--- config.mk ---
export PLATFORM = sky130hd
export DESIGN_NAME = axi_tlb_lookup_arb
export DESIGN_NICKNAME = d
export VERILOG_FILES = /design/src/rtl/axi_tlb_lookup_arb.sv
export SDC_FILE = /design/constraint.sdc
export NUM_CORES = 1
export LEC_CHECK = 0
export CORE_UTILIZATION = 28
export DETAILED_ROUTE_END_ITERATION = 8
export PLACE_DENSITY_LB_ADDON = 0.1
export SYNTH_ARGS = -nofsm -noshare
export SYNTH_HDL_FRONTEND = slang
export SYNTH_SLANG_ARGS = --single-unit
--- constraint.sdc ---
create_clock -name clk_i -period 3.3 [get_ports clk_i]
set_input_delay 0.66 -clock clk_i [delete_from_list [all_inputs] [get_ports clk_i]]
set_output_delay 0.66 -clock clk_i [all_outputs]
set_load 0.02 [all_outputs]
--- src/rtl/axi_tlb_lookup_arb.sv ---
// Shares one translation lookup engine between the AW (write) and AR (read) requesters.
// Round-robin arbitration with a handshake lock; an in-order tag FIFO routes results back.
module axi_tlb_lookup_arb #(
    parameter int unsigned AddrWidth      = 32,
    parameter int unsigned MaxOutstanding = 2,
    parameter type         res_t          = logic,
    parameter int unsigned CntWidth       = $clog2(MaxOutstanding + 1)
) (
    input  logic                 clk_i,
    input  logic                 rst_ni,
    input  logic [AddrWidth-1:0] wr_req_addr_i,
    input  logic                 wr_req_valid_i,
    output logic                 wr_req_ready_o,
    output res_t                 wr_res_o,
    output logic                 wr_res_valid_o,
    input  logic                 wr_res_ready_i,
    input  logic [AddrWidth-1:0] rd_req_addr_i,
    input  logic                 rd_req_valid_i,
    output logic                 rd_req_ready_o,
    output res_t                 rd_res_o,
    output logic                 rd_res_valid_o,
    input  logic                 rd_res_ready_i,
    output logic [AddrWidth-1:0] lkp_req_addr_o,
    output logic                 lkp_req_valid_o,
    input  logic                 lkp_req_ready_i,
    input  res_t                 lkp_res_i,
    input  logic                 lkp_res_valid_i,
    output logic                 lkp_res_ready_o,
    output logic [CntWidth-1:0]  outstanding_o
);

    localparam int unsigned         PtrWidth = (MaxOutstanding > 1) ? $clog2(MaxOutstanding) : 1;
    localparam logic [CntWidth-1:0] MaxCnt   = CntWidth'(MaxOutstanding);
    localparam logic [PtrWidth-1:0] LastPtr  = PtrWidth'(MaxOutstanding - 1);

    logic [CntWidth-1:0] count_reg, count_next;
    logic [PtrWidth-1:0] wr_ptr_reg, wr_ptr_next;
    logic [PtrWidth-1:0] rd_ptr_reg, rd_ptr_next;
    logic                tag_mem [MaxOutstanding];
    logic                rr_rd_reg, rr_rd_next;
    logic                lock_valid_reg, lock_valid_next;
    logic                lock_rd_reg, lock_rd_next;
    logic                full, empty, grant_rd, req_hs, res_hs, head_rd;

    function automatic logic [PtrWidth-1:0] ptr_inc(input logic [PtrWidth-1:0] p);
        return (p == LastPtr) ? '0 : p + PtrWidth'(1);
    endfunction

    assign full  = (count_reg == MaxCnt);
    assign empty = (count_reg == '0);

    // A stalled request keeps its grant so the engine sees a stable address.
    always_comb begin
        grant_rd = 1'b0;
        if (lock_valid_reg) begin
            grant_rd = lock_rd_reg;
        end else if (wr_req_valid_i && rd_req_valid_i) begin
            grant_rd = rr_rd_reg;
        end else begin
            grant_rd = rd_req_valid_i;
        end
    end

    assign lkp_req_valid_o = !full && (wr_req_valid_i || rd_req_valid_i);
    assign lkp_req_addr_o  = grant_rd ? rd_req_addr_i : wr_req_addr_i;
    assign wr_req_ready_o  = wr_req_valid_i && !grant_rd && lkp_req_ready_i && !full;
    assign rd_req_ready_o  = rd_req_valid_i &&  grant_rd && lkp_req_ready_i && !full;
    assign req_hs          = lkp_req_valid_o && lkp_req_ready_i;

    // Results return in order; only the requester at the FIFO head sees valid.
    assign head_rd         = tag_mem[rd_ptr_reg];
    assign wr_res_o        = lkp_res_i;
    assign rd_res_o        = lkp_res_i;
    assign wr_res_valid_o  = lkp_res_valid_i && !empty && !head_rd;
    assign rd_res_valid_o  = lkp_res_valid_i && !empty &&  head_rd;
    assign lkp_res_ready_o = !empty && (head_rd ? rd_res_ready_i : wr_res_ready_i);
    assign res_hs          = lkp_res_valid_i && lkp_res_ready_o;
    assign outstanding_o   = count_reg;

    always_comb begin
        count_next = count_reg;
        if (req_hs && !res_hs) begin
            count_next = count_reg + CntWidth'(1);
        end else if (!req_hs && res_hs) begin
            count_next = count_reg - CntWidth'(1);
        end
        wr_ptr_next     = req_hs ? ptr_inc(wr_ptr_reg) : wr_ptr_reg;
        rd_ptr_next     = res_hs ? ptr_inc(rd_ptr_reg) : rd_ptr_reg;
        rr_rd_next      = req_hs ? !grant_rd : rr_rd_reg;
        lock_valid_next = lkp_req_valid_o && !lkp_req_ready_i;
        lock_rd_next    = lock_valid_next ? grant_rd : lock_rd_reg;
    end

    always_ff @(posedge clk_i or negedge rst_ni) begin
        if (!rst_ni) begin
            count_reg      <= '0;
            wr_ptr_reg     <= '0;
            rd_ptr_reg     <= '0;
            rr_rd_reg      <= 1'b0;
            lock_valid_reg <= 1'b0;
            lock_rd_reg    <= 1'b0;
        end else begin
            count_reg      <= count_next;
            wr_ptr_reg     <= wr_ptr_next;
            rd_ptr_reg     <= rd_ptr_next;
            rr_rd_reg      <= rr_rd_next;
            lock_valid_reg <= lock_valid_next;
            lock_rd_reg    <= lock_rd_next;
        end
    end

    // Tag storage needs no reset: entries are only read once written.
    for (genvar gi = 0; gi < MaxOutstanding; gi++) begin : g_tag
        always_ff @(posedge clk_i) begin
            if (req_hs && (wr_ptr_reg == PtrWidth'(gi))) begin
                tag_mem[gi] <= grant_rd;
            end
        end
    end

    a_max_outstanding: assert property (@(posedge clk_i) MaxOutstanding >= 1);
    a_wr_req_hold: assert property (@(posedge clk_i) disable iff (!rst_ni)
        wr_req_valid_i && !wr_req_ready_o |=> wr_req_valid_i && $stable(wr_req_addr_i));
    a_rd_req_hold: assert property (@(posedge clk_i) disable iff (!rst_ni)
        rd_req_valid_i && !rd_req_ready_o |=> rd_req_valid_i && $stable(rd_req_addr_i));
    a_lkp_req_hold: assert property (@(posedge clk_i) disable iff (!rst_ni)
        lkp_req_valid_o && !lkp_req_ready_i |=> lkp_req_valid_o && $stable(lkp_req_addr_o));
    a_lkp_res_hold: assert property (@(posedge clk_i) disable iff (!rst_ni)
        lkp_res_valid_i && !lkp_res_ready_o |=> lkp_res_valid_i && $stable(lkp_res_i));
    a_res_not_empty: assert property (@(posedge clk_i) disable iff (!rst_ni)
        lkp_res_valid_i |-> !empty);
    a_count_bound: assert property (@(posedge clk_i) disable iff (!rst_ni)
        count_reg <= MaxCnt);

endmodule

* Word level (Yosys, flattened, before mapping)
Memory sizes are Yosys's and may differ from the RTL's.
Index checks and enable logic that the tools add are counted.
W data, S select, Z words.
** Word-level totals
- Register bits after elaboration :: 7
- RAM bits :: 2
- Logic and storage cells :: 58
- Memories kept :: 1
** Memory list
- tag_mem :: words 2, bits a word 1, rd ports 1, clocked after memory_dff 0, wr ports 1, line 39 : logic tag_mem [MaxOutstanding];
** Cells by class
- $add $sub $neg :: 4
- Equal/unequal tests :: 1
- Muxes and demuxes :: 15
- Bitwise gates (word level) :: 1
- Reduce and logical (&&, ||, !) cells :: 30
** Operators by type and width (count)
- $mux W32 :: 1
- $logic_and A1 B1 Y1 :: 19
- $mux W1 :: 12
- $logic_not A1 Y1 :: 7
- $mux W2 :: 2
- $add A1 B1 Y1 const B :: 2
- $add A2 B1 Y2 const B :: 1
- $eq A2 B2 Y1 const B :: 1
- $logic_not A2 Y1 :: 1
- $reduce_bool A2 Y1 :: 1
- $sub A2 B1 Y2 const B :: 1
- $logic_or A1 B1 Y1 :: 1
- $not A1 Y1 :: 1
- $reduce_or A1 Y1 :: 1

* Longest topological paths before layout
- Word-level depth :: 9
- Depth in mapped cells :: 8
- Mapped depth without buffers :: 7

* Least setup slack after synthesis
Ideal clock, no wire load.
- Path kind :: in2out
- Start :: in wr_req_valid_i
- End :: out wr_req_ready_o
- Data arrival time :: 1.876 ns
- Path slack :: 0.764 ns
- Stages on the path :: 4
- Buffers on the path :: 1
- Cells stage by stage :: nor2b_1 o31ai_4 buf_6 nor4bb_1
** Between the ends
- Cells in the longest elaborated chain, start to end :: 7
** RTL lines
- from (decl) :: line 12 : input logic wr_req_valid_i,
- $logic_and A1 B1 Y1 :: line 57 : end else if (wr_req_valid_i && rd_req_valid_i) begin
- $mux W1 :: line 57
- $mux W1 :: line 55 : if (lock_valid_reg) begin
- net grant_rd :: line 43 : logic full, empty, grant_rd, req_hs, res_hs, head_rd;
- $logic_not A1 Y1 :: line 66 : assign wr_req_ready_o = wr_req_valid_i && !grant_rd && lkp_req_ready_i && !full;
- $logic_and A1 B1 Y1 (3 in a row) :: line 66
- to (decl) :: line 13 : output logic wr_req_ready_o,
The timed path passes the listed nets, and every way through them passes these cells.

* Worst setup path in the final report
- Start :: in wr_req_valid_i
- End :: out rd_req_ready_o
** Between the ends
- Cells in the longest elaborated chain, start to end :: 6
** RTL lines
- $logic_and A1 B1 Y1 :: line 57
- $mux W1 :: line 57
- $mux W1 :: line 55
- $logic_and A1 B1 Y1 (3 in a row) :: line 67 : assign rd_req_ready_o = rd_req_valid_i && grant_rd && lkp_req_ready_i && !full;
- to (decl) :: line 19 : output logic rd_req_ready_o,
Every way passes these cells.

==> results.md <==
* Syn Std Cell Area at 903 um2
* Post-detail-place hpwl at 2620 um
* Gr usage total at 17.1%
* Total power at around 1.1 mW
* Synthesized-area fraction occupied by and/or/nand/nor cells at under 10%
* Final period util at a little over nine tenths
* Most frequent cells in the layout: 78 x clkdlybuf4s50_1, 31 x mux2_2, 31 x dlymetal6s2s_1, 8 x nor2_1, 7 x dfrtp_1
* Gpl congestion at between 0.7 and 0.8
* Die Width at ~59 um
* Die height at roughly 59 um
* Met2 usage at between 30% and 40%
* Setup TNS at 0 ns
* Nets at between 200 and 300
* Headroom to the max-slew limit at a little under three quarters
* WL per Instance at 13.4 um
* Number of warnings issued by yosys at 0
* Hold_buf cts at 0
* Critical path arrival at about 2.6 ns
* GRT Residual Overflow at 0
* Post-Syn Nets at approximately 160
* Die area at between 3000 and 4000 um2
* Largest net degree at the start of global routing at 28
* EDFF count, synth at 2
* Min Tclk post-route at about 3.2 ns
* HP Class: reg2reg
* Setup bufs post-CTS at 0
* Flops & latches, synth at 9
* Ports at around 120
* First-pass GRT wire length at roughly 4600 um
* Grt peak-use layer: met2
* Mapped Avg Cell Area at 10.9 um2
* Area Growth Syn to Fin at 138%
* Starting DRT DRC Count at 30
* Vias in the first global route at around 1100
* Maximum VDD drop at between 0.4 and 0.5 mV
* Post-Route WL at between 3000 and 4000 um
* Row cnt at 20
* Most common cell after layout, fill and taps aside: clkdlybuf4s50_1
* GRT met3 Usage at about 4.6%
* Inserted Clock Buffers at 3
* Routed vias at 1074
* Initial antenna violation count at 0
* Final hold viol count at 0
* Worst reg2reg startpoint: outstanding_o[1]
* Hold Path Stages at 1
* Bufs on Longest Clock Path at 2
* Starting Density at approximately 30%
* Crit end category: primary output
* Port buffer count at approximately 110
* Mux contribution to synthesized area at 45.6%
* Final Skew at around 0.00075 ns
* Synth Instances at between 80 and 90
* RSZ-0062 raised after global routing: false
* Main combinational cell family by area after synthesis: multiplexers
* Critical Setup Path Class: in2out
* Final slew viol count at 0
* Routed Antenna Nets at 0
* Setup violators final at 0
* Critical Path Source Type: primary input
* Critical Path Fanout Max at 11
* Worst reg2reg setup slack at roughly 1.4 ns
* Worst r2r path cells at 7
* Most used flip-flop cell after synthesis: dfrtp_1
* CTS root buf: clkbuf_4
* Post-synthesis compound-gate area fraction at roughly 4.6%
* Resize count post-CTS at 2
* Ant. Diodes at 0
* Sequential share of the synthesized area at about a quarter
* Clk sinks at 9
* Clk pin slew, worst setup/hold paths at 0.06 ns
* Initial DRT Pass Iterations at 4
* Status: complete, no violations
* Multi-input combinational cell area at 596 um2
* Met1 GRT Util at around 17%
* Max Cap Viol at 0
* R2R Path End: outstanding_o[1]
* Worst Hold Endpoint: rd_ptr_reg
* Netlist cell types at 23
* P per Cell Area at 526 nW/um2
* DR vias/cell at ~4.5
* Leak Pwr at around 1.1 nW
* Worst Path Required at approximately 2.6 ns
* Post-synthesis adder-cell area fraction at 1.39%
* # DRC at 0
* Asr flop ratio synth at 77.8%
* Core area at around 3100 um2
* Min setup slack post-route at roughly 0.091 ns
* Register Area at roughly 240 um2
* Post-Synth XOR/XNOR Area at 4.85%
* Filler cells at 242
* Clk_lat worst skew at around 0.26 ns
* Share of layout cells above drive strength 1 at 20.0%
* H-tree levels at 1
* Peak Freq at between 0.3 and 0.4 GHz
* Hold Crit Start: rd_ptr_reg
* Worst slew pin tran at 0.409 ns
* CTS tree: built
* Place WS at 0.00378 ns
## Yosys cell counts (2+ instances only)
cell type,number,area share (%)
nor2_1,8,3.3
xor2_1,3,2.9
inv_1,5,2.1
edfxtp_1,2,6.6
mux2_1,2,2.5
nor2b_1,2,1.4
o211ai_1,2,1.7
dfrtp_1,7,19
buf_6,3,3.7
mux2i_1,4,4.4
mux2_2,31,39
xnor2_1,2,1.9
buf_4,2,1.7
## power breakdown
part	switching [mW]	total [mW]	internal [mW]
sequential	0.0484	0.213	0.165
combinational	0.376	0.836	0.460
clock	0.0397	0.0844	0.0447
total	0.464	1.13	0.669
## stage by stage
| stage | area, um2 | util, % | hold slack (ns) | std cells |
|---|---|---|---|---|
| after floorplan | 903 | - | 0.364 | 83 |
| after global placement | 2050 | 67.2 | 0.475 | 235 |
| after detailed placement | 2050 | 67.2 | 0.489 | 235 |
| after CTS | 2080 | 68.0 | 0.501 | 239 |
| after global routing | 2150 | 70.5 | 0.521 | 239 |
| final | 2150 | 70.5 | 0.506 | 239 |
## cell families (layout without fill, tap and decap cells)
group	after synthesis	count (layout)
compound gates	4	4
xor+xnor	5	5
fa+ha+maj	1	1
buf+inv	11	123
flops	9	9
mux	37	37
simple gates	16	16
## cell type report
cell class              count  area share (%)
well taps                  44            2.56
repair buffers            114            56.7
clock inverters             1           0.232
inverters                   5           0.872
flip-flops and latches      9            10.9
multi-input cells          63            27.7
clock buffers               3            1.05
## routing by layer
layer	share of wire [%]	wire, um
met1	35	1130
met2	52	1670
met3	11	340
met4	1.9	61
met5	0	0
## worst max path at each step
stage,depth (start not counted),to,start
detailed placement,6,lkp_req_addr_o[3],rd_req_valid_i
global route,6,rd_req_ready_o,wr_req_valid_i
global placement,6,lkp_req_addr_o[28],rd_req_valid_i
finish,6,rd_req_ready_o,wr_req_valid_i
floorplan,4,wr_req_ready_o,wr_req_valid_i
CTS,6,lkp_req_addr_o[15],wr_req_valid_i
## worst max-delay path: stages
cell	delay, ns
clkdlybuf4s50_1	0.43
nor2b_1	0.18
o31ai_4	0.24
buf_4	0.23
and4b_1	0.20
clkdlybuf4s50_1	0.60
Note: power is estimated with default switching activity, not from simulation.
